## config.mk

```make
export PLATFORM = sky130hd
export DESIGN_NAME = exec_unit_flat
export DESIGN_NICKNAME = d
export VERILOG_FILES = /design/src/rtl/exec_unit_if.sv /design/src/rtl/exec_unit.sv /design/src/flat_wrapper.sv
export SDC_FILE = /design/constraint.sdc
export NUM_CORES = 1
export LEC_CHECK = 0
export BUFFER_PORTS_ARGS = -buffer_cell sky130_fd_sc_hd__buf_2
export CORE_UTILIZATION = 25
export DETAILED_ROUTE_END_ITERATION = 16
export GPL_ROUTABILITY_DRIVEN = 1
export HOLD_SLACK_MARGIN = 0.1
export PLACE_DENSITY = 0.45
export SYNTH_ARGS = -nofsm -noshare
export SYNTH_HDL_FRONTEND = slang
export SYNTH_SLANG_ARGS = --single-unit
export TNS_END_PERCENT = 30
```

## constraint.sdc

```tcl
create_clock -name CLK -period 5.8 [get_ports CLK]
set_input_delay 0.29 -clock CLK [delete_from_list [all_inputs] [get_ports CLK]]
set_output_delay 0.29 -clock CLK [all_outputs]
set_load 0.01 [all_outputs]
```

## src/rtl/exec_unit_if.sv

```systemverilog
// Operand/opcode request and write-back response bundle between decode,
// the register file and the execute stage.
interface exec_unit_if #(
  parameter int W = 8
);
  logic         Start;
  logic [2:0]   Op;
  logic [W-1:0] A;
  logic [W-1:0] B;
  logic         WrEn;
  logic [W-1:0] Result;
  logic         Zero;
  logic         Carry;
  logic         Busy;
  logic         Done;
  logic         RegWrite;

  modport master (
    output Start, Op, A, B, WrEn,
    input  Result, Zero, Carry, Busy, Done, RegWrite
  );

  modport slave (
    input  Start, Op, A, B, WrEn,
    output Result, Zero, Carry, Busy, Done, RegWrite
  );
endinterface

```

## src/rtl/exec_unit.sv

```systemverilog
// Execute stage: single-cycle ALU ops plus iterative shift and shift-add
// multiply, producing the write-back value and strobe for the register file.
module exec_unit #(
  parameter int W  = 8,
  parameter int SW = 3
) (
  input  logic        CLK,
  input  logic        Reset,
  exec_unit_if.slave  bus
);

  localparam int CW = $clog2(W + 1);

  localparam logic [2:0] OP_ADD  = 3'b000;
  localparam logic [2:0] OP_SUB  = 3'b001;
  localparam logic [2:0] OP_AND  = 3'b010;
  localparam logic [2:0] OP_XOR  = 3'b011;
  localparam logic [2:0] OP_SHL  = 3'b100;
  localparam logic [2:0] OP_SHR  = 3'b101;
  localparam logic [2:0] OP_MUL  = 3'b110;
  localparam logic [2:0] OP_PASS = 3'b111;

  localparam logic [1:0] S_IDLE = 2'd0;
  localparam logic [1:0] S_RUN  = 2'd1;
  localparam logic [1:0] S_DONE = 2'd2;

  logic [1:0]     state;
  logic [2:0]     op_q;
  logic           wr_q;
  logic [CW-1:0]  cnt;
  logic [W-1:0]   sh;
  logic [2*W-1:0] acc;
  logic [2*W-1:0] mcand;
  logic [W-1:0]   mplier;
  logic [W-1:0]   result_q;
  logic           zero_q;
  logic           carry_q;

  logic [W:0]     alu_ext;
  logic [W-1:0]   sh_next;
  logic           sh_out;
  logic [2*W-1:0] acc_next;
  logic [SW-1:0]  sh_amt;

  // Single-cycle ops; bit W carries the carry-out / borrow.
  always_comb begin
    alu_ext = '0;
    case (bus.Op)
      OP_ADD:  alu_ext = {1'b0, bus.A} + {1'b0, bus.B};
      OP_SUB:  alu_ext = {1'b0, bus.A} - {1'b0, bus.B};
      OP_AND:  alu_ext = {1'b0, bus.A & bus.B};
      OP_XOR:  alu_ext = {1'b0, bus.A ^ bus.B};
      OP_PASS: alu_ext = {1'b0, bus.B};
      default: alu_ext = '0;
    endcase
  end

  always_comb begin
    sh_next = sh;
    sh_out  = 1'b0;
    if (op_q == OP_SHL) begin
      sh_next = {sh[W-2:0], 1'b0};
      sh_out  = sh[W-1];
    end else begin
      sh_next = {1'b0, sh[W-1:1]};
      sh_out  = sh[0];
    end
  end

  always_comb begin
    acc_next = acc;
    if (mplier[0]) acc_next = acc + mcand;
  end

  assign sh_amt = bus.B[SW-1:0];

  always_ff @(posedge CLK or posedge Reset) begin
    if (Reset) begin
      state    <= S_IDLE;
      op_q     <= OP_ADD;
      wr_q     <= 1'b0;
      cnt      <= '0;
      sh       <= '0;
      acc      <= '0;
      mcand    <= '0;
      mplier   <= '0;
      result_q <= '0;
      zero_q   <= 1'b0;
      carry_q  <= 1'b0;
    end else begin
      case (state)
        S_IDLE: begin
          if (bus.Start) begin
            op_q <= bus.Op;
            wr_q <= bus.WrEn;
            case (bus.Op)
              OP_SHL, OP_SHR: begin
                if (sh_amt == '0) begin
                  result_q <= bus.A;
                  zero_q   <= (bus.A == '0);
                  carry_q  <= 1'b0;
                  state    <= S_DONE;
                end else begin
                  sh    <= bus.A;
                  cnt   <= CW'(sh_amt);
                  state <= S_RUN;
                end
              end
              OP_MUL: begin
                acc    <= '0;
                mcand  <= {{W{1'b0}}, bus.A};
                mplier <= bus.B;
                cnt    <= CW'(W);
                state  <= S_RUN;
              end
              default: begin
                result_q <= alu_ext[W-1:0];
                zero_q   <= (alu_ext[W-1:0] == '0);
                carry_q  <= alu_ext[W];
                state    <= S_DONE;
              end
            endcase
          end
        end
        S_RUN: begin
          cnt <= cnt - CW'(1);
          if (op_q == OP_MUL) begin
            acc    <= acc_next;
            mcand  <= {mcand[2*W-2:0], 1'b0};
            mplier <= {1'b0, mplier[W-1:1]};
            // Last step commits from acc_next so the final add is not lost.
            if (cnt == CW'(1)) begin
              result_q <= acc_next[W-1:0];
              zero_q   <= (acc_next[W-1:0] == '0);
              carry_q  <= (acc_next[2*W-1:W] != '0);
              state    <= S_DONE;
            end
          end else begin
            sh <= sh_next;
            if (cnt == CW'(1)) begin
              result_q <= sh_next;
              zero_q   <= (sh_next == '0);
              carry_q  <= sh_out;
              state    <= S_DONE;
            end
          end
        end
        S_DONE:  state <= S_IDLE;
        default: state <= S_IDLE;
      endcase
    end
  end

  assign bus.Result   = result_q;
  assign bus.Zero     = zero_q;
  assign bus.Carry    = carry_q;
  assign bus.Busy     = (state == S_RUN) || (state == S_DONE);
  assign bus.Done     = (state == S_DONE);
  assign bus.RegWrite = (state == S_DONE) && wr_q;

endmodule

```

## src/flat_wrapper.sv

```systemverilog
// flat-port wrapper written by rule: the top's interface ports become plain ports
module exec_unit_flat 
#(
  parameter int W  = 8,
  parameter int SW = 3
)
  (CLK, Reset, bus_Start, bus_Op, bus_A, bus_B, bus_WrEn, bus_Result, bus_Zero, bus_Carry, bus_Busy, bus_Done, bus_RegWrite);
  exec_unit_if #(.W(W)) bus_i ();
  input  logic CLK;
  input  logic Reset;
  input wire logic [$bits(bus_i.Start)-1:0] bus_Start;
  input wire logic [$bits(bus_i.Op)-1:0] bus_Op;
  input wire logic [$bits(bus_i.A)-1:0] bus_A;
  input wire logic [$bits(bus_i.B)-1:0] bus_B;
  input wire logic [$bits(bus_i.WrEn)-1:0] bus_WrEn;
  output wire logic [$bits(bus_i.Result)-1:0] bus_Result;
  output wire logic [$bits(bus_i.Zero)-1:0] bus_Zero;
  output wire logic [$bits(bus_i.Carry)-1:0] bus_Carry;
  output wire logic [$bits(bus_i.Busy)-1:0] bus_Busy;
  output wire logic [$bits(bus_i.Done)-1:0] bus_Done;
  output wire logic [$bits(bus_i.RegWrite)-1:0] bus_RegWrite;
  assign bus_i.Start = bus_Start;
  assign bus_i.Op = bus_Op;
  assign bus_i.A = bus_A;
  assign bus_i.B = bus_B;
  assign bus_i.WrEn = bus_WrEn;
  assign bus_Result = bus_i.Result;
  assign bus_Zero = bus_i.Zero;
  assign bus_Carry = bus_i.Carry;
  assign bus_Busy = bus_i.Busy;
  assign bus_Done = bus_i.Done;
  assign bus_RegWrite = bus_i.RegWrite;
  exec_unit #(.W(W), .SW(SW)) u_core (.CLK(CLK), .Reset(Reset), .bus(bus_i));
endmodule
```

Word-level counts from Yosys, hierarchy flattened
Cells that the tools add are included.

Register bits: 68. Input port bits: 23. Output and inout bits: 13. Logic and storage cells: 109.

$add $sub $neg: 4. Eq/ne operators: 23. Multiplexer cells: 51. Bitwise logic cells: 2. Reduce and logical (&&, ||, !) cells: 18.

Operators with widths (number): $mux 16 (7); $mux 8 (13); $pmux 16 s2 (2); $pmux 8 s2 (4); $pmux 9 s5 (1); $logic_not 8->1 (4); $eq 3x3->1 const B (6); $add 16x16->16 (1); $pmux 4 s2 (2); $ne 2x2->1 const B (6); $mux 1 (11); $reduce_and 5->1 (2); $add 8x8->9 (1); $sub 8x8->9 (1); $and 8x8->8 (1); $mux 4 (2); $pmux 1 s2 (4); $pmux 2 s2 (2); $reduce_and 4->1 (2); $reduce_bool 8->1 (1); $xor 8x8->8 (1); $eq 3x2->1 const B (2); $logic_not 3->1 (2); $mux 2 (3); other kinds (14) (17).

Depth between registers and ports, before layout
Gate-level depths: netlist of the first run.

Depth after elaboration: 6. Depth in mapped cells: 15. Depth with buffers taken out: 14.

Least setup slack after synthesis of the first run
OpenSTA, ideal clock, no wires.

Path kind: input to register. Start: in bus_Op[1]. End: reg u_core.carry_q, in the netlist u_core.bus.Carry. Library setup time: 0.139 ns. Arrival: 2.807 ns. Data required time: 5.661 ns. Setup slack: 2.854 ns. Stages: 13. Buffers on the path: 1. Path through: clkbuf_1 -> nor2_1 -> nand2_1 -> a21o_1 -> fa_1 -> nand2b_1 -> a21boi_0 -> a311o_1 -> o31ai_1 -> xor2_1 -> a221oi_1 -> and4b_1 -> a41oi_2.

Word-level cells in the longest chain between the ends: 5.

RTL lines: start, declared (RTL line flat_wrapper.sv:12) `input wire logic [$bits(bus_i.Op)-1:0] bus_Op;`; $eq 3x3->1, or another cell as far along (RTL line exec_unit.sv:48) `case (bus.Op)`; $pmux 9 s5 / $reduce_or 2->1 (equally long branches) (RTL line exec_unit.sv:48, exec_unit.sv:96); $pmux 1 s2 (RTL line exec_unit.sv:96) `case (bus.Op)`; $mux 1 (RTL line exec_unit.sv:93) `if (bus.Start) begin`; $pmux 1 s2 (RTL line exec_unit.sv:91) `case (state)`; end signal, assigned (RTL line exec_unit.sv:119) `carry_q <= alu_ext[W];`; end signal, assigned (RTL line exec_unit.sv:135) `carry_q <= (acc_next[2*W-1:W] != '0);`; end signal, assigned (RTL line exec_unit.sv:143) `carry_q <= sh_out;`; end, declared (RTL line exec_unit.sv:37) `logic carry_q;`.

Parallel ways exist; a longest one is shown, timed or not. The select of a mux whose other input is x is not followed. A chain may end at the register's enable or synchronous reset.

Worst setup path after layout of the first run
Start: reg u_core.state[1]. End: reg u_core.carry_q, in the netlist u_core.bus.Carry.

Word-level cells in the longest chain between the ends: 3.

RTL lines: start, declared (RTL line exec_unit.sv:27) `logic [1:0] state;`; start signal, assigned (RTL line exec_unit.sv:79) `state <= S_IDLE;`; start signal, assigned (RTL line exec_unit.sv:102) `state <= S_DONE;`; start signal, assigned (RTL line exec_unit.sv:106) `state <= S_RUN;`; $eq 2x1->1 / $logic_not 2->1 (equally long branches) (RTL line exec_unit.sv:91); $ne 2x1->1 (no line), or another cell as far along; $reduce_and 5->1 (no line).

Parallel ways exist; a longest one is shown, timed or not.

==> results of run 1 <==
==> flip-flops by register name, indices dropped and copies added (netlist names), 2 cells and up <==
register / flops
u_core.acc: 16
u_core.bus.Result: 8
u_core.cnt: 4
u_core.mcand: 16
u_core.mplier: 8
u_core.op_q: 3
u_core.sh: 8
u_core.state: 2
==> report_power, final <==
part | internal, uW | leakage [uW] | switching, uW
combinational | 434 | 0.00168 | 810
clock | 369 | 0.000144 | 208
sequential | 641 | 0.000875 | 131
==> final timing paths <==
| kind | startpoint | slack (ps) | to | depth (start not counted) |
|---|---|---|---|---|
| max | u_core.state[1]$_DFFE_PP0P_ | 2330 | u_core.bus.Carry$_DFFE_PP0P_ | 11 |
| min | bus_WrEn | 190 | u_core.wr_q$_DFFE_PP0P_ | 2 |
| max reg2reg | u_core.state[1]$_DFFE_PP0P_ | 2330 | u_core.bus.Carry$_DFFE_PP0P_ | 11 |
| min reg2reg | u_core.mplier[7]$_DFFE_PP0P_ | 470 | u_core.mplier[7]$_DFFE_PP0P_ | 2 |
| max in group asynchronous | Reset | 4970 | u_core.bus.Result[4]$_DFFE_PP0P_ | 3 |
| min in group asynchronous | Reset | 230 | u_core.mcand[15]$_DFFE_PP0P_ | 3 |
==> placed cells by master, fill, tap and decap left out, types with 4 or more instances in the layout <==
cell and n:
sky130_fd_sc_hd__nand2_1 92, sky130_fd_sc_hd__dfrtp_1 68, sky130_fd_sc_hd__o21ai_0 62, sky130_fd_sc_hd__nor2_1 50, sky130_fd_sc_hd__a21oi_1 38, sky130_fd_sc_hd__ha_1 37, sky130_fd_sc_hd__buf_2 35, sky130_fd_sc_hd__mux2i_1 23
sky130_fd_sc_hd__inv_1 21, sky130_fd_sc_hd__nand3_1 16, sky130_fd_sc_hd__mux2_2 12, sky130_fd_sc_hd__a22o_1 11, sky130_fd_sc_hd__nor3_1 11, sky130_fd_sc_hd__xor2_1 10, sky130_fd_sc_hd__nor2b_1 9, sky130_fd_sc_hd__a31oi_1 9
sky130_fd_sc_hd__clkbuf_16 9, sky130_fd_sc_hd__a211oi_1 7, sky130_fd_sc_hd__o22ai_1 7, sky130_fd_sc_hd__a21o_1 7, sky130_fd_sc_hd__o21a_1 6, sky130_fd_sc_hd__o31ai_1 6, sky130_fd_sc_hd__nor4_1 6, sky130_fd_sc_hd__a211o_1 5
sky130_fd_sc_hd__or3_1 5, sky130_fd_sc_hd__xnor2_1 5, sky130_fd_sc_hd__o22a_1 4, sky130_fd_sc_hd__buf_4 4
==> through the flow <==
step	utilization (%)	hold WS, ps	total power (uW)	instances	setup WS, ps
2_1_floorplan	-	435	1660	620	2850
3_3_place_gp	27.9	461	2000	902	2500
3_5_place_dp	27.9	461	2030	902	2330
4_1_cts	29.3	177	2610	915	2330
5_1_grt	29.3	179	2800	915	1910
6_report	29.3	188	2590	915	2330
==> per-layer routing <==
layer	vias up	wire length, um	share of wire, %
met4	0	278	1.7
li1	2313	-	-
met1	2285	7650	47
met3	19	707	4.4
met5	-	0	0
met2	119	7550	47
==> worst max-delay path, cell delays in order, from the launching register on <==
cell	delay (ps)
sky130_fd_sc_hd__dfrtp_1	370
sky130_fd_sc_hd__inv_1	70
sky130_fd_sc_hd__ha_2	160
sky130_fd_sc_hd__buf_4	320
sky130_fd_sc_hd__inv_2	440
sky130_fd_sc_hd__a21oi_1	80
sky130_fd_sc_hd__a21oi_1	350
sky130_fd_sc_hd__nand3_1	590
sky130_fd_sc_hd__nor3_1	460
sky130_fd_sc_hd__a221oi_1	120
sky130_fd_sc_hd__and4b_1	220
sky130_fd_sc_hd__a41oi_2	180
==> final cells by class <==
class / instances / area [um^2] / area share (%)
flip-flops and latches: 68 / 1700 / 28.5
repair buffers: 39 / 205 / 3.44
clock buffers: 10 / 229 / 3.84
multi-input cells: 501 / 3340 / 55.9
well taps: 270 / 338 / 5.66
clock inverters: 3 / 65.1 / 1.09
inverters: 24 / 90.1 / 1.51
==> logic make-up after synthesis <==
logic type	synth area share [%]
AND/OR/NAND/NOR	18.3
AO/OA/AOI/OAI	26.1
buffers and inverters	3.82
multiplexers	6.98
XOR/XNOR	2.51
flip-flops	32.5
adder cells (fa/ha/maj)	9.84
==> out/qor_table.md, run 1 <==
| Result | Value |
| --- | --- |
| Share of flip-flops with an asynchronous set or reset | 100% |
| Count of maximum capacitance violations | 0 |
| GRT Residual Overflow | 0 |
| Overall routed net length | 16200 um |
| Fill cell total of the finished layout | 2173 |
| Setup Viol. Count Final | 0 |
| Hold WC Path Type | in2reg |
| Period Utilization, post-route | 59.8% |
| Total number of vias | 4736 |
| Number of remaining DRC errors | 0 |
| Maximum VDD drop | 0.186 mV |
| Kind of end point of the critical path | register |
| Shortest clock period the worst path allows after layout | 3470 ps |
| Initial core utilization | 25.7% |
| Outcome | finished, final reports clean |
| Number of hold buffers added after cts | 0 |
| Synth Net Count | 683 |
| Most used flip-flop cell after synthesis | sky130_fd_sc_hd__dfrtp_1 |
| Maximum level of the CTS H-tree | 3 |
| Gate count of the mapped netlist | 620 |
| Yosys warnings | 0 |
| Met1 Usage GRT | 20.7% |
| Cell with the most instances after synthesis | sky130_fd_sc_hd__nand2_1 |
| DRT iter0 DRCs | 391 |
| RSZ-0062 raised after global routing | false |
| Slew at the pin with the worst max-slew slack | 994 ps |
| Worst-path maximum fanout | 56 |
| Final RePlAce weighted congestion | 0.858 |
| Maximum clock skew at final layout | 12.0 ps |
| Detailed Place HPWL | 11900 um |
| Worst endpoint data arrival time | 3730 ps |
| Flip-flop and latch count after synthesis | 68 |
| Via count of the first global-routing pass | 4642 |
| Top cells by instance count after synthesis | sky130_fd_sc_hd__nand2_1, sky130_fd_sc_hd__dfrtp_1, sky130_fd_sc_hd__o21ai_0 |
| Library cells used by synthesis | 68 |
| Number of top-level pins | 36 |
| Type of the worst setup path | reg2reg |
| Met2 track demand over resource | 25.1% |
| Fin area | 0.00597 mm^2 |
| Tightest slew margin relative to the limit | 33.5% |
| Met3 Usage GRT | 2.76% |
| Antenna Diode Count | 0 |
| Clk sink count | 68 |
| Top achievable clock speed | 288 MHz |
| Mapped Area | 0.00524 mm^2 |
| Post-synth EDFFs | 0 |
| Number of nets still failing antenna checks after routing | 0 |
| Cell chosen for the clock root | sky130_fd_sc_hd__clkbuf_16 |
| Clk pin slew, worst setup/hold paths | 50 ps |
| Biggest area contributors in the synthesized netlist | sky130_fd_sc_hd__dfrtp_1, sky130_fd_sc_hd__ha_1, sky130_fd_sc_hd__nand2_1, sky130_fd_sc_hd__o21ai_0, sky130_fd_sc_hd__mux2i_1 |
| Cell Rows | 52 |
| Crit start category | register |
| Layout cells sized above 1 | 13.0% |
| IO Port Bufs | 35 |
| Busiest layer in global routing | met2 |
| Post-Synthesis Mean Instance Area | 8.45 um^2 |
| Total count of hold-check failures in the final report | 0 |
| Total setup buffers inserted after CTS | 0 |
| Width of the chip | 147 um |
| Routed WL per cell | 17.7 um |
| TritonCTS clock tree | built |
| Largest net degree at the start of global routing | 69 |
| Area leader, netlist | sky130_fd_sc_hd__dfrtp_1 |
| Data required time at the worst endpoint | 6060 ps |
| Post-synth top area share | 32.5% |
| Maximum count of clock buffers along a single path | 2 |
| Max-slew violation total from the final report | 0 |
| CTS-repair resized insts | 0 |
| Later-pin clock latency in the skew report | 340 ps |
| Initial antenna violation count | 0 |
| Area after DPL | 0.00567 mm^2 |
| Standard cell core area | 0.0204 mm^2 |
| Area enclosed by the die boundary | 0.0215 mm^2 |
| Seq/Total Area, Yosys | 32.5% |
| Area growth, synth to finish | 13.9% |
| Leakage Power | 0.00270 uW |
| Fin Setup TNS | 0 ps |
| Global-route wire length before repair | 25900 um |
| Vias per Instance | 5.18 |
| Power Dens Cells | 435 mW/mm^2 |
| Y dimension of the die | 147 um |
| Number of iterations in the first detailed-routing pass | 5 |
| CTS buffer count | 9 |
| Final nets | 706 |
| GRT Total Usage | 15.4% |
Power figures use the tool's default switching activity.
==> run 2, diff against run 1 <==
==> constraint.sdc (replaced) <==
create_clock -name CLK -period 3.2 [get_ports CLK]
set_input_delay 0.16 -clock CLK [delete_from_list [all_inputs] [get_ports CLK]]
set_output_delay 0.16 -clock CLK [all_outputs]
set_load 0.01 [all_outputs]
==> run 2 against run 1 <==
Compared with the run above: clock-buffer cell count did not move; core utilization grew 0.86 points; first-iteration DRC count down 1.8%; setup slack worse by 2200 ps; cell area up 2.9%; critical path type unchanged; largest power group unchanged.
==> out/qor_table.md, run 2 (synthesis results as in run 1) <==
| Result | Value |
| --- | --- |
| Cell type of the slowest stage on the worst timing path | sky130_fd_sc_hd__fa_1 |
| Outcome | finished, final reports clean |
| Number of nets still failing antenna checks after routing | 0 |
| Top achievable clock speed | 326 MHz |
| Total number of vias | 4791 |
| Later-pin clock latency in the skew report | 350 ps |
| Type of the worst setup path | reg2reg |
| Area occupied by multi-input gates | 0.00335 mm^2 |
| Crit start category | register |
| Detailed Place HPWL | 12100 um |
| Overall routed net length | 16000 um |
| Number of top-level pins | 36 |
| Cell Rows | 52 |
| Combined buffer and inverter count along the critical path | 0 |
| Worst-path maximum fanout | 3 |
| Initial antenna violation count | 0 |
| Cell chosen for the clock root | sky130_fd_sc_hd__clkbuf_16 |
| Leakage Power | 0.00279 uW |
| Standard cell core area | 0.0204 mm^2 |
| Area growth, synth to finish | 17.3% |
| Antenna Diode Count | 0 |
| DRT iter0 DRCs | 384 |
| Hold WC Path Type | in2reg |
| Number of iterations in the first detailed-routing pass | 5 |
| Area enclosed by the die boundary | 0.0215 mm^2 |
| GRT Residual Overflow | 0 |
| Max-slew violation total from the final report | 0 |
| Maximum level of the CTS H-tree | 3 |
| Kind of end point of the critical path | register |
| Vias per Instance | 5.14 |
| Worst endpoint data arrival time | 3330 ps |
| CP top delay family | compound AO/OA/AOI/OAI gates |
| Total count of hold-check failures in the final report | 0 |
| Count of maximum capacitance violations | 0 |
| Maximum clock skew at final layout | 7.21 ps |
| Final nets | 720 |
| Fin Setup TNS | 0 ps |
| Most used cells in the layout excluding fill and tap cells | sky130_fd_sc_hd__nand2_1, sky130_fd_sc_hd__dfrtp_1, sky130_fd_sc_hd__o21ai_0, sky130_fd_sc_hd__nor2_1, sky130_fd_sc_hd__a21oi_1 |
| Largest net degree at the start of global routing | 56 |
| Maximum VDD drop | 0.319 mV |
| Clk sink count | 68 |
| TritonCTS clock tree | built |
| Number of remaining DRC errors | 0 |
| Routed WL per cell | 17.2 um |
| Y dimension of the die | 147 um |
| Data required time at the worst endpoint | 3460 ps |
| Period Utilization, post-route | 95.8% |
| Most common library cell in the layout ignoring fill and taps | sky130_fd_sc_hd__nand2_1 |
| Slew at the pin with the worst max-slew slack | 1040 ps |
| Sequence of cells on the critical path | ha_1, fa_1, a211oi_2, o21ai_2, a2111oi_4, o21ai_0, nor3b_2, and4_1, a211o_1, a41oi_2 |
| GRT Total Usage | 15.5% |
| Layout cells sized above 1 | 15.4% |
| Initial core utilization | 25.7% |
| Top flop regs | u_core.acc (16), u_core.mcand (16) |
| Fill cell total of the finished layout | 2151 |
| Via count of the first global-routing pass | 4762 |
| Total design power | 4900 uW |
| Storage element area | 0.00170 mm^2 |
| Shortest clock period the worst path allows after layout | 3070 ps |
| Final RePlAce weighted congestion | 0.832 |
| Largest stage delay on the critical path | 500 ps |
| Width of the chip | 147 um |
| Power Dens Cells | 797 mW/mm^2 |
| Clk pin slew, worst setup/hold paths | 60 ps |
| IO Port Bufs | 35 |
| Maximum count of clock buffers along a single path | 2 |
| Global-route wire length before repair | 25900 um |
| Tightest slew margin relative to the limit | 30.7% |
| Setup Viol. Count Final | 0 |
| CTS buffer count | 9 |
## run 2: repair_timing
| action | in CTS | in global routing |
|---|---|---|
| endpoints found under the setup margin | 0 | 1 |
| hold buffers | 2 | 0 |
| endpoints found under the hold margin | 37 | 0 |
| gates resized for setup | 0 | 2 |
| buffers inserted | 0 | 0 |
## run 2: metrics by stage
stage	util, %	cell area, um^2	std cells	hold slack [ps]	setup WS [ps]
floorplan	-	5240	620	305	365
CTS	30.1	6130	932	130	108
detailed placement	28.3	5760	914	395	122
global placement	28.3	5760	914	382	177
global route	30.2	6140	932	164	-24.2
finish	30.2	6140	932	143	133
## run 2: final cells by class
type                    instances  share of cell area (%)
multi-input cells             501                    54.5
flip-flops and latches         68                    27.7
well taps                     270                    5.50
repair buffers                 53                    5.13
clock buffers                  10                    3.89
clock inverters                 6                    1.81
inverters                      24                    1.47
## run 2: worst min-delay path, stage by stage
cell	delay (ps)
sky130_fd_sc_hd__buf_2	140
sky130_fd_sc_hd__nand3_1	90
sky130_fd_sc_hd__nand2_1	60
## run 2: final timing paths
path,endpoint,depth (start not counted),slack [ps],startpoint
min in group asynchronous,u_core.acc[15]$_DFFE_PP0P_,3,530,Reset
worst max register to register,u_core.bus.Carry$_DFFE_PP0P_,10,130,u_core.mcand[0]$_DFFE_PP0P_
max in group asynchronous,u_core.op_q[1]$_DFFE_PP0P_,4,1880,Reset
worst max-delay path,u_core.bus.Carry$_DFFE_PP0P_,10,130,u_core.mcand[0]$_DFFE_PP0P_
worst min register to register,u_core.bus.Result[2]$_DFFE_PP0P_,1,470,u_core.bus.Result[2]$_DFFE_PP0P_
worst min-delay path,u_core.mplier[7]$_DFFE_PP0P_,3,140,bus_B[7]
## run 2: layer usage
layer | up-vias | share of wire (%) | track usage [%]
li1 | 2347 | - | -
met5 | - | 0 | 0
met4 | 0 | 2.7 | 5.83
met1 | 2292 | 50 | 21.4
met3 | 26 | 4.3 | 3.17
met2 | 126 | 43 | 23.6
## run 2: power breakdown
| part | internal (uW) | total, uW | switching [uW] | leakage (uW) |
|---|---|---|---|---|
| logic | 852 | 2300 | 1440 | 0.00175 |
| clock network | 783 | 1190 | 408 | 0.000169 |
| registers | 1160 | 1410 | 250 | 0.000875 |
==> run 3, diff against run 2 <==
--- a/config.mk
+++ b/config.mk
@@ -5,12 +5,15 @@
 export SDC_FILE = /design/constraint.sdc
 export NUM_CORES = 1
 export LEC_CHECK = 0
+export ABC_AREA = 1
 export BUFFER_PORTS_ARGS = -buffer_cell sky130_fd_sc_hd__buf_2
 export CORE_UTILIZATION = 25
+export CTS_BUF_LIST = sky130_fd_sc_hd__clkbuf_4
 export DETAILED_ROUTE_END_ITERATION = 16
 export GPL_ROUTABILITY_DRIVEN = 1
 export HOLD_SLACK_MARGIN = 0.1
 export PLACE_DENSITY = 0.45
+export SLEW_MARGIN = 10
 export SYNTH_ARGS = -nofsm -noshare
 export SYNTH_HDL_FRONTEND = slang
 export SYNTH_SLANG_ARGS = --single-unit
==> run 3 against run 2 <==
Compared with the run above: area after synthesis grew 1.7%; hold slack gained 21 ps; synthesized cell count grew 26%; largest power group unchanged; clock power shrank 52%; wire length grew 0.46%; global-route usage grew 0.21 points; fmax grew 13%; flip-flop and latch count is the same; cell count grew 19%; sequential share of layout area grew 0.27 points.
==> out/qor_table.md, run 3 <==
| Result | Value |
| --- | --- |
| Most used cell along the critical path | sky130_fd_sc_hd__a21oi_1 |
| Cell with the most instances after synthesis | sky130_fd_sc_hd__nand2_1 |
| Worst-path maximum fanout | 7 |
| Launch point of the worst path | bus_Op[1] |
| Least setup slack across all paths after layout | 474 ps |
| IO Port Bufs | 35 |
| Clk pin slew, worst setup/hold paths | 110 ps |
| Number of top-level pins | 36 |
| Total setup buffers inserted after CTS | 0 |
| Global-route wire length before repair | 26700 um |
| Share of flip-flops with an asynchronous set or reset | 100% |
| Detailed Place HPWL | 12700 um |
| Fin Setup TNS | 0 ps |
| Top cells by instance count after synthesis | sky130_fd_sc_hd__nand2_1, sky130_fd_sc_hd__inv_1, sky130_fd_sc_hd__dfrtp_1 |
| Flip-flop and latch count after synthesis | 68 |
| Period Utilization, post-route | 85.2% |
| Setup slack of the worst register-to-register path | 690 ps |
| Number of iterations in the first detailed-routing pass | 5 |
| Area occupied by multi-input gates | 0.00307 mm^2 |
| Leakage Power | 0.00305 uW |
| Y dimension of the die | 148 um |
| Antenna Diode Count | 0 |
| Most used cells in the layout excluding fill and tap cells | sky130_fd_sc_hd__nand2_1, sky130_fd_sc_hd__inv_1, sky130_fd_sc_hd__dfrtp_1, sky130_fd_sc_hd__nor2_1, sky130_fd_sc_hd__o21ai_0 |
| Top flop regs | u_core.acc (16), u_core.mcand (16) |
| Maximum clock skew at final layout | 15.8 ps |
| Maximum level of the CTS H-tree | 3 |
| Most used flip-flop cell after synthesis | sky130_fd_sc_hd__dfrtp_1 |
| Area growth, synth to finish | 14.2% |
| Storage element area | 0.00170 mm^2 |
| Max-slew violation total from the final report | 0 |
| Initial antenna violation count | 0 |
| Initial core utilization | 25.4% |
| Later-pin clock latency in the skew report | 440 ps |
| Width of the chip | 148 um |
| Most common library cell in the layout ignoring fill and taps | sky130_fd_sc_hd__nand2_1 |
| Tightest slew margin relative to the limit | 44.3% |
| Post-Synthesis Mean Instance Area | 6.81 um^2 |
| Setup Viol. Count Final | 0 |
| Layout cells sized above 1 | 10.2% |
| Post-synth top area share | 31.9% |
| Area leader, netlist | sky130_fd_sc_hd__dfrtp_1 |
| Yosys warnings | 0 |
| Cell chosen for the clock root | sky130_fd_sc_hd__clkbuf_4 |
| Overall routed net length | 16100 um |
| Outcome | finished, final reports clean |
| TritonCTS clock tree | built |
| Library cells used by synthesis | 44 |
| Slew at the pin with the worst max-slew slack | 835 ps |
| Count of maximum capacitance violations | 0 |
| Placement-stage worst setup slack | 564 ps |
| Maximum VDD drop | 0.290 mV |
| DRT iter0 DRCs | 328 |
| Final nets | 894 |
| Post-synth EDFFs | 0 |
| Depth of the worst register-to-register path | 12 |
| Top achievable clock speed | 367 MHz |
| Data required time at the worst endpoint | 3570 ps |
| GRT Residual Overflow | 0 |
| Number of remaining DRC errors | 0 |
| Number of hold buffers added after cts | 13 |
| Clk sink count | 68 |
| GRT Total Usage | 15.7% |
| Power Dens Cells | 714 mW/mm^2 |
| Capture point of the worst reg-to-reg path | u_core.bus.Zero$_DFFE_PP0P_ |
| Biggest area contributors in the synthesized netlist | sky130_fd_sc_hd__dfrtp_1, sky130_fd_sc_hd__nand2_1, sky130_fd_sc_hd__ha_1, sky130_fd_sc_hd__inv_1, sky130_fd_sc_hd__o21ai_0 |
| Sequence of cells on the critical path | dlygate4sd3_1, buf_2, nor3_1, buf_4, inv_1, nand2_1, xor2_1, inv_1, ha_1, a21oi_1, nand2_1, a21oi_1, nor2_1, o21ai_0, a21oi_1, o21ai_0, inv_1, a21oi_1 |
| Via count of the first global-routing pass | 5017 |
| Type of the worst setup path | in2reg |
| Cell type of the slowest stage on the worst timing path | sky130_fd_sc_hd__dlygate4sd3_1 |
| Routed WL per cell | 14.5 um |
| Worst R2R Start | u_core.mcand[0]$_DFFE_PP0P_ |
| Kind of end point of the critical path | register |
| Gate count of the mapped netlist | 782 |
| Vias per Instance | 4.59 |
| RSZ-0062 raised after global routing | false |
| Total number of vias | 5097 |
| Maximum count of clock buffers along a single path | 2 |
| Critical Path Sink | u_core.bus.Carry$_DFFE_PP0P_ |
| CTS buffer count | 9 |
| Area enclosed by the die boundary | 0.0219 mm^2 |
| Hold WC Path Type | in2reg |
| Standard cell core area | 0.0210 mm^2 |
| Final RePlAce weighted congestion | 0.869 |
| Fill cell total of the finished layout | 2383 |
| Worst endpoint data arrival time | 3090 ps |
| Largest stage delay on the critical path | 530 ps |
| CTS-repair resized insts | 0 |
| Number of nets still failing antenna checks after routing | 0 |
| Cell Rows | 53 |
| Mapped Area | 0.00533 mm^2 |
| Synth Net Count | 845 |
| Crit start category | primary input |
| Total count of hold-check failures in the final report | 0 |
| Shortest clock period the worst path allows after layout | 2730 ps |
| Largest net degree at the start of global routing | 41 |
| Seq/Total Area, Yosys | 31.9% |
[run 3: changes by cell type in the layout (fill, tap and decap cells not counted), moves of 8 or more]
cell	change
sky130_fd_sc_hd__mux2_2	-11
sky130_fd_sc_hd__nor2b_1	-9
sky130_fd_sc_hd__o22ai_1	+9
sky130_fd_sc_hd__nand2_1	+137
sky130_fd_sc_hd__clkbuf_16	-9
sky130_fd_sc_hd__inv_1	+95
sky130_fd_sc_hd__a21oi_1	-8
sky130_fd_sc_hd__a31oi_1	+11
sky130_fd_sc_hd__dlygate4sd3_1	+11
sky130_fd_sc_hd__nor2_1	+11
sky130_fd_sc_hd__a22o_1	-9
sky130_fd_sc_hd__clkbuf_4	+10
sky130_fd_sc_hd__mux2i_1	-22
sky130_fd_sc_hd__nand3_1	+20
[run 3: kinds of logic (layout without fill, tap and decap cells)]
group,Yosys count,in the layout,synth area share [%]
buffers and inverters,144,198,10.5
and+or+nand+nor,365,365,28.8
DFF,68,68,31.9
adders and majority gates,40,40,9.67
AOI/OAI and AO/OA,149,149,16.4
muxes,2,2,0.399
xor gates and xnor gates,14,14,2.30
[run 3: worst min-delay path by stage]
| stage | slack, ps | cells past startpoint | to | from |
|---|---|---|---|---|
| 2_1_floorplan | 310 | 1 | u_core.wr_q$_DFFE_PP0P_ | bus_WrEn |
| 3_3_place_gp | 390 | 2 | u_core.mcand[15]$_DFFE_PP0P_ | Reset |
| 3_5_place_dp | 380 | 2 | u_core.mcand[15]$_DFFE_PP0P_ | Reset |
| 4_1_cts | 120 | 3 | u_core.mcand[2]$_DFFE_PP0P_ | bus_A[2] |
| 5_1_grt | 160 | 3 | u_core.mcand[2]$_DFFE_PP0P_ | bus_A[2] |
| 6_report | 160 | 5 | u_core.mplier[1]$_DFFE_PP0P_ | bus_B[1] |
[run 3: power breakdown]
group | leakage [uW] | internal, uW | switching [uW]
logic | 0.00213 | 799 | 1580
registers | 0.000852 | 1170 | 226
clock network | 0.0000712 | 239 | 333
total | 0.00305 | 2210 | 2140
[run 3: worst max-delay path, delay by kind of cell]
family | cells | cell delay (ps)
buf+inv | 6 | 1050
xor+xnor | 1 | 150
simple gates | 4 | 440
fa+ha+maj | 1 | 320
compound gates | 6 | 960
[run 3: area by class of cell]
| class | instances | area share, % |
|---|---|---|
| inverters | 125 | 7.71 |
| clock inverters | 6 | 0.905 |
| well taps | 275 | 5.66 |
| repair buffers | 57 | 6.13 |
| multi-input cells | 570 | 50.4 |
| clock buffers | 10 | 1.23 |
| flip-flops and latches | 68 | 28.0 |
[run 3: metal layers]
layer | up-vias | GRT usage, % | routed length (um)
met5 | - | 0 | 0
met4 | 0 | 4.48 | 177
met3 | 11 | 1.98 | 466
met2 | 88 | 25.6 | 7260
met1 | 2354 | 21.5 | 8190
li1 | 2644 | - | -
[run 3: metrics by stage]
step / area [um^2] / hold WS (ps) / utilization, % / total power, uW / std cells
2_1_floorplan: 5330 / 310 / - / 3090 / 782
3_3_place_gp: 5820 / 386 / 27.8 / 3810 / 1082
3_5_place_dp: 5820 / 383 / 27.8 / 3790 / 1082
4_1_cts: 6080 / 121 / 29.0 / 4400 / 1111
5_1_grt: 6080 / 157 / 29.0 / 4790 / 1111
6_report: 6080 / 164 / 29.0 / 4340 / 1111
